[src/rtl/page_ram_wr_arb.sv]
// rtl/page_ram_wr_arb.sv - round-robin burst write arbiter for a shared page RAM
// Grants one lane at a time for up to MAX_BURST beats; rd_lock only gates new grants.
module page_ram_wr_arb #(
  parameter  int N_LANE          = 2,
  parameter  int PAGE_RAM_ADDR_W = 9,
  parameter  int DATA_W          = 40,
  parameter  int MAX_BURST       = 16,
  parameter  int STALL_CNT_W     = 16,
  localparam int LANE_W          = (N_LANE > 1) ? $clog2(N_LANE) : 1
) (
  input  logic                              clk,
  input  logic                              rst,
  input  logic [N_LANE-1:0]                 req_valid,
  input  logic [N_LANE-1:0]                 req_last,
  input  logic [N_LANE*PAGE_RAM_ADDR_W-1:0] req_addr,
  input  logic [N_LANE*DATA_W-1:0]          req_data,
  output logic [N_LANE-1:0]                 req_ready,
  input  logic                              rd_lock,
  output logic                              page_ram_we,
  output logic [PAGE_RAM_ADDR_W-1:0]        page_ram_wr_addr,
  output logic [DATA_W-1:0]                 page_ram_wr_data,
  output logic [LANE_W-1:0]                 grant_lane,
  output logic                              busy,
  output logic                              wr_blocked_by_rd_lock,
  output logic                              burst_err,
  output logic [N_LANE*STALL_CNT_W-1:0]     stall_cnt_flat
);

  localparam int BEAT_W = $clog2(MAX_BURST);

  typedef enum logic {IDLE, BURST} state_t;

  state_t                 state;
  logic [LANE_W-1:0]      last_grant;
  logic [BEAT_W-1:0]      beat_cnt;
  logic [STALL_CNT_W-1:0] stall_cnt [N_LANE];

  logic [LANE_W-1:0]          sel;
  logic                       sel_found;
  logic                       g_valid;
  logic                       g_last;
  logic [PAGE_RAM_ADDR_W-1:0] g_addr;
  logic [DATA_W-1:0]          g_data;
  logic                       beat;

  // Lanes above last_grant get first look; the second pass wraps to the lowest valid lane.
  always_comb begin
    sel       = '0;
    sel_found = 1'b0;
    for (int i = 0; i < N_LANE; i++) begin
      if (!sel_found && req_valid[i] && (LANE_W'(i) > last_grant)) begin
        sel       = LANE_W'(i);
        sel_found = 1'b1;
      end
    end
    for (int i = 0; i < N_LANE; i++) begin
      if (!sel_found && req_valid[i]) begin
        sel       = LANE_W'(i);
        sel_found = 1'b1;
      end
    end
  end

  always_comb begin
    req_ready = '0;
    g_valid   = 1'b0;
    g_last    = 1'b0;
    g_addr    = '0;
    g_data    = '0;
    for (int i = 0; i < N_LANE; i++) begin
      if (grant_lane == LANE_W'(i)) begin
        req_ready[i] = (state == BURST);
        g_valid      = req_valid[i];
        g_last       = req_last[i];
        g_addr       = req_addr[i*PAGE_RAM_ADDR_W +: PAGE_RAM_ADDR_W];
        g_data       = req_data[i*DATA_W +: DATA_W];
      end
    end
  end

  assign beat                  = (state == BURST) && g_valid;
  assign busy                  = (state == BURST);
  assign wr_blocked_by_rd_lock = (state == IDLE) && rd_lock && (|req_valid);

  always_ff @(posedge clk or posedge rst) begin
    if (rst) begin
      state            <= IDLE;
      last_grant       <= LANE_W'(N_LANE - 1);
      grant_lane       <= '0;
      beat_cnt         <= '0;
      page_ram_we      <= 1'b0;
      page_ram_wr_addr <= '0;
      page_ram_wr_data <= '0;
      burst_err        <= 1'b0;
    end else begin
      page_ram_we <= 1'b0;
      case (state)
        IDLE: begin
          if (!rd_lock && sel_found) begin
            grant_lane <= sel;
            beat_cnt   <= '0;
            state      <= BURST;
          end
        end
        BURST: begin
          if (beat) begin
            page_ram_we      <= 1'b1;
            page_ram_wr_addr <= g_addr;
            page_ram_wr_data <= g_data;
            if (g_last) begin
              state      <= IDLE;
              last_grant <= grant_lane;
            end else if (beat_cnt == BEAT_W'(MAX_BURST - 1)) begin
              // A lane that never raises last is cut off so the others are not starved.
              state      <= IDLE;
              last_grant <= grant_lane;
              burst_err  <= 1'b1;
            end else begin
              beat_cnt <= beat_cnt + 1'b1;
            end
          end
        end
        default: state <= IDLE;
      endcase
    end
  end

  always_ff @(posedge clk or posedge rst) begin
    if (rst) begin
      for (int i = 0; i < N_LANE; i++) stall_cnt[i] <= '0;
    end else begin
      for (int i = 0; i < N_LANE; i++) begin
        if (req_valid[i] && !req_ready[i] && !(&stall_cnt[i])) begin
          stall_cnt[i] <= stall_cnt[i] + 1'b1;
        end
      end
    end
  end

  always_comb begin
    stall_cnt_flat = '0;
    for (int i = 0; i < N_LANE; i++) begin
      stall_cnt_flat[i*STALL_CNT_W +: STALL_CNT_W] = stall_cnt[i];
    end
  end

endmodule

[config.mk]
export PLATFORM = sky130hd
export DESIGN_NAME = page_ram_wr_arb
export DESIGN_NICKNAME = d
export VERILOG_FILES = /design/src/rtl/page_ram_wr_arb.sv
export SDC_FILE = /design/constraint.sdc
export NUM_CORES = 1
export LEC_CHECK = 0
export BUFFER_PORTS_ARGS = -buffer_cell sky130_fd_sc_hd__buf_2
export CORE_MARGIN = 3
export CORE_UTILIZATION = 43
export CTS_CLUSTER_DIAMETER = 30
export DETAILED_ROUTE_END_ITERATION = 8
export GPL_TIMING_DRIVEN = 0
export HOLD_SLACK_MARGIN = 0.06
export PLACE_DENSITY = 0.77
export SLEW_MARGIN = 5
export SYNTH_ARGS = -nofsm -noshare
export SYNTH_HDL_FRONTEND = slang
export SYNTH_SLANG_ARGS = --single-unit
[constraint.sdc]
create_clock -name clk -period 2.4 [get_ports clk]
set_input_delay 0.12 -clock clk [delete_from_list [all_inputs] [get_ports clk]]
set_output_delay 0.12 -clock clk [all_outputs]
set_load 0.01 [all_outputs]
==> flow_summary_export.csv <==
group,metric,value,unit
synth,post_synth_num_cell_types,49,
sta,hold_viol,0,
sta,finalSetupViolations,0,
grt,busiest_layer,"met2",
grt,grt_max_degree,39,
power_and_ir_drop,finalPower,6.58,mW
synth,synth_warnings,0,
worst_setup_path,cp_data_required_time,2620,ps
place,dpl_cell_area,5520,um2
place,preCtsSetupSlack,559,ps
worst_hold_path,hp-start,"req_addr[16]",
grt,grt_pass1_wl,21100,um
grt,use_met2,40.8,%
final_layout,syn2layout_area_growth,47.3,%
drt,wl_per_cell,15.9,um
sta,fin_ws,221,ps
worst_setup_path,criticalPathCategory,"reg2reg",
worst_hold_path,min_to,"page_ram_wr_addr[7]",
cts,cts.sink_count,90,
cts,clk_pin_slew_worst_paths,90,ps
worst_setup_path,critPathMaxStageDelay,580,ps
final_layout,design_area,6410,um2
place,dp_cells,727,
sta,fin_crit_sh,90.8,%
final_layout,final_nets,782,
synth,synth-edff-count,0,
die,die_x,107,um
outcome,status,"completed",
cts,post_cts_buffers,0,
die,core,9820,um2
grt,grt_pass1_vias,4236,
sta,fin_tns_setup,0,ps
cts,tritoncts,"yes",
grt,grt-ovfl-total,0,
power_and_ir_drop,peakVddDrop,0.595,mV
worst_setup_path,crit_fanout,10,
sta,worst_pin_slew,602,ps
sta,finalClockSkew,6.33,ps
die,die_h,107,um
final_layout,post-route-util,65.3,%
power_and_ir_drop,leakagePower,3.32,nW
die,rows,36,
die,die_area,11400,um2
worst_setup_path,r2r_end,"page_ram_wr_data[39]",
synth,synth-seq-area-share,51.8,%
grt,grtUsageTotal,23.3,%
sta,clock.fmax,459,MHz
drt,vias_per_cell,5.12,
cts,cts_made_buffers,9,
worst_setup_path,r2r_slack,220,ps
worst_setup_path,reg2regPathDepth,5,
power_and_ir_drop,p_per_area,1030,nW/um2
drt,vias,4158,
grt,met1_usage,28.3,%
worst_hold_path,hp-class,"in2reg",
place,dpl.hpwl,8690,um
synth,synth_top_cell_area_share,51.2,%
synth,syn_nets,508,
synth,async_flop_share,100,%
worst_hold_path,min_path_cells,3,
worst_setup_path,worst_setup_path_start_kind,"flop",
cts,htree_levels,3,
synth,syn_area_per_cell,10.9,um2
drt,first_pass_iters,4,
synth,synth_flop_cell,"dfrtp_1",
die,initial_core_util,44.3,%
worst_setup_path,crit_chain,"buf_4, buf_1, mux2i_1, dlygate4sd3_1, o21ai_1",
place,place_congestion,0.828,
worst_setup_path,end_kind,"flop",
grt,grt_use_met3,4.46,%
synth,synth_cells,400,
synth,synth-seq-cells,90,
final_layout,seq_area,2250,um2
final_layout,antenna-diode-count,0,
cts,cts_resized,0,
drt,first_iter_violations,148,
place,port_buffers,192,
drt,drc,0,
sta,min_period,2180,ps
sta,holdWs,68.0,ps
drt,ant_nets,0,
worst_setup_path,r2r_start,"grant_lane",
grt,antenna_found_initial,0,
final_layout,fillers,784,
die,ios,193,
final_layout,multi_input_area,1980,um2
cts,cts_buffer_depth,2,
worst_setup_path,startpoint,"grant_lane",
sta,rsz0062_at_grt,"false",
sta,max_slew_margin,59.9,%
synth,synth_largest_area_cell,"dfrtp_1",
cts,holdBufCountCts,69,
synth,yosys-top-cells-area,"dfrtp_1, mux2i_1, nand2_1, xor2_1, o21ai_0",
run,maxCapViolCount,0,
synth,syn_area,4350,um2
final_layout,drive_gt1_share,35.6,%
drt,wirelength,12900,um
worst_setup_path,arrival,2400,ps
cts,clkLatencyLatePin,350,ps
worst_setup_path,worst_path_max_delay_cell,"dlygate4sd3_1",
cts,root_buffer,"clkbuf_8",
final_layout,instances_no_fill,812,
sta,slew_violations,0,
==> layout make-up <==
| type | instances | share of cell area (%) |
|---|---|---|
| Buffer | 19 | 1.54 |
| Clock buffer | 14 | 2.54 |
| Clock inverter | 2 | 0.546 |
| Inverter | 5 | 0.351 |
| Multi-Input combinational cell | 286 | 30.9 |
| Sequential cell | 90 | 35.1 |
| Tap cell | 133 | 2.60 |
| Timing Repair Buffer | 263 | 26.4 |
==> metal layers <==
metal	wire, um	share of wire [%]	vias up
met5	0	0	-
met2	6590	51	170
met4	334	2.6	0
met3	780	6.1	33
li1	-	-	1951
met1	5190	40	2004
==> state kept, by name, summed over array words and instances (netlist names) <==
| register | cells |
|---|---|
| page_ram_wr_data | 40 |
| stall_cnt_flat | 32 |
| page_ram_wr_addr | 9 |
| beat_cnt | 4 |
| burst_err | 1 |
| busy | 1 |
| grant_lane | 1 |
| last_grant | 1 |
| page_ram_we | 1 |
==> report_power, final <==
part           total, mW  switching [mW]  internal, mW  leakage (nW)
clock               1.06           0.516         0.539         0.101
sequential          2.49           0.398          2.09          1.13
combinational       3.04            1.64          1.40          2.09
==> worst max-delay path, delay by kind of cell (launching register included) <==
kind / cells / cell delay [ps]
flip-flops: 1 / 380
buffers and inverters: 3 / 1330
AO/OA/AOI/OAI: 1 / 60
multiplexers: 1 / 270
==> how the worst max path moves through the flow <==
stage	endpoint	slack, ps	cells past startpoint
2_1_floorplan	stall_cnt_flat[1]	620	6
3_3_place_gp	stall_cnt_flat[17]	610	6
3_5_place_dp	stall_cnt_flat[13]	560	6
4_1_cts	page_ram_wr_data[38]	210	5
5_1_grt	page_ram_wr_data[37]	40	5
6_report	page_ram_wr_data[39]	220	5
==> logic make-up (layout without fill, tap and decap cells) <==
family	after synthesis	after routing	share of synthesized area [%]
compound gates	70	70	9.34
mux	59	59	14.2
flops	90	90	51.8
xor+xnor	24	24	4.83
buf+inv	24	303	2.70
simple gates	130	130	16.3
fa+ha+maj	3	3	0.862
==> placed cells by master (no fill, tap or decap), types with 4 or more instances in the layout <==
cell	Yosys	layout
a21oi_1	4	4
and3_1	7	7
buf_1	4	4
buf_2	7	199
clkbuf_1	4	7
clkbuf_8	0	11
dfrtp_1	89	89
dlygate4sd3_1	0	69
mux2_2	4	4
mux2i_1	50	50
nand2_1	67	67
nand3_1	6	6
nand4_1	6	6
nor2_1	8	8
nor3_1	11	11
nor4_2	5	5
o21ai_0	28	28
o21ai_1	25	25
xnor2_1	4	4
xor2_1	20	20
==> cell usage after synthesis, types with 2 or more instances <==
master and number:
nor4_2 5, nand4_1 6, and4_1 2, nor4b_2 2
dfrtp_1 89, o21a_1 2, nor2_1 8, a21oi_1 4
mux2_1 3, nor3_1 11, o21ai_0 28, and3_1 7
xnor2_1 4, ha_1 3, buf_1 4, nand4_2 2
buf_4 3, mux2_2 4, nand2_1 67, and2_1 2
o211ai_1 3, buf_2 7, inv_1 4, xor2_1 20
and4bb_1 2, mux2i_1 50, nand2_2 2, a21boi_4 2
nand3_1 6, clkbuf_1 4, o21ai_1 25, nor3b_1 2
Note: power is estimated with default switching activity, not from simulation.
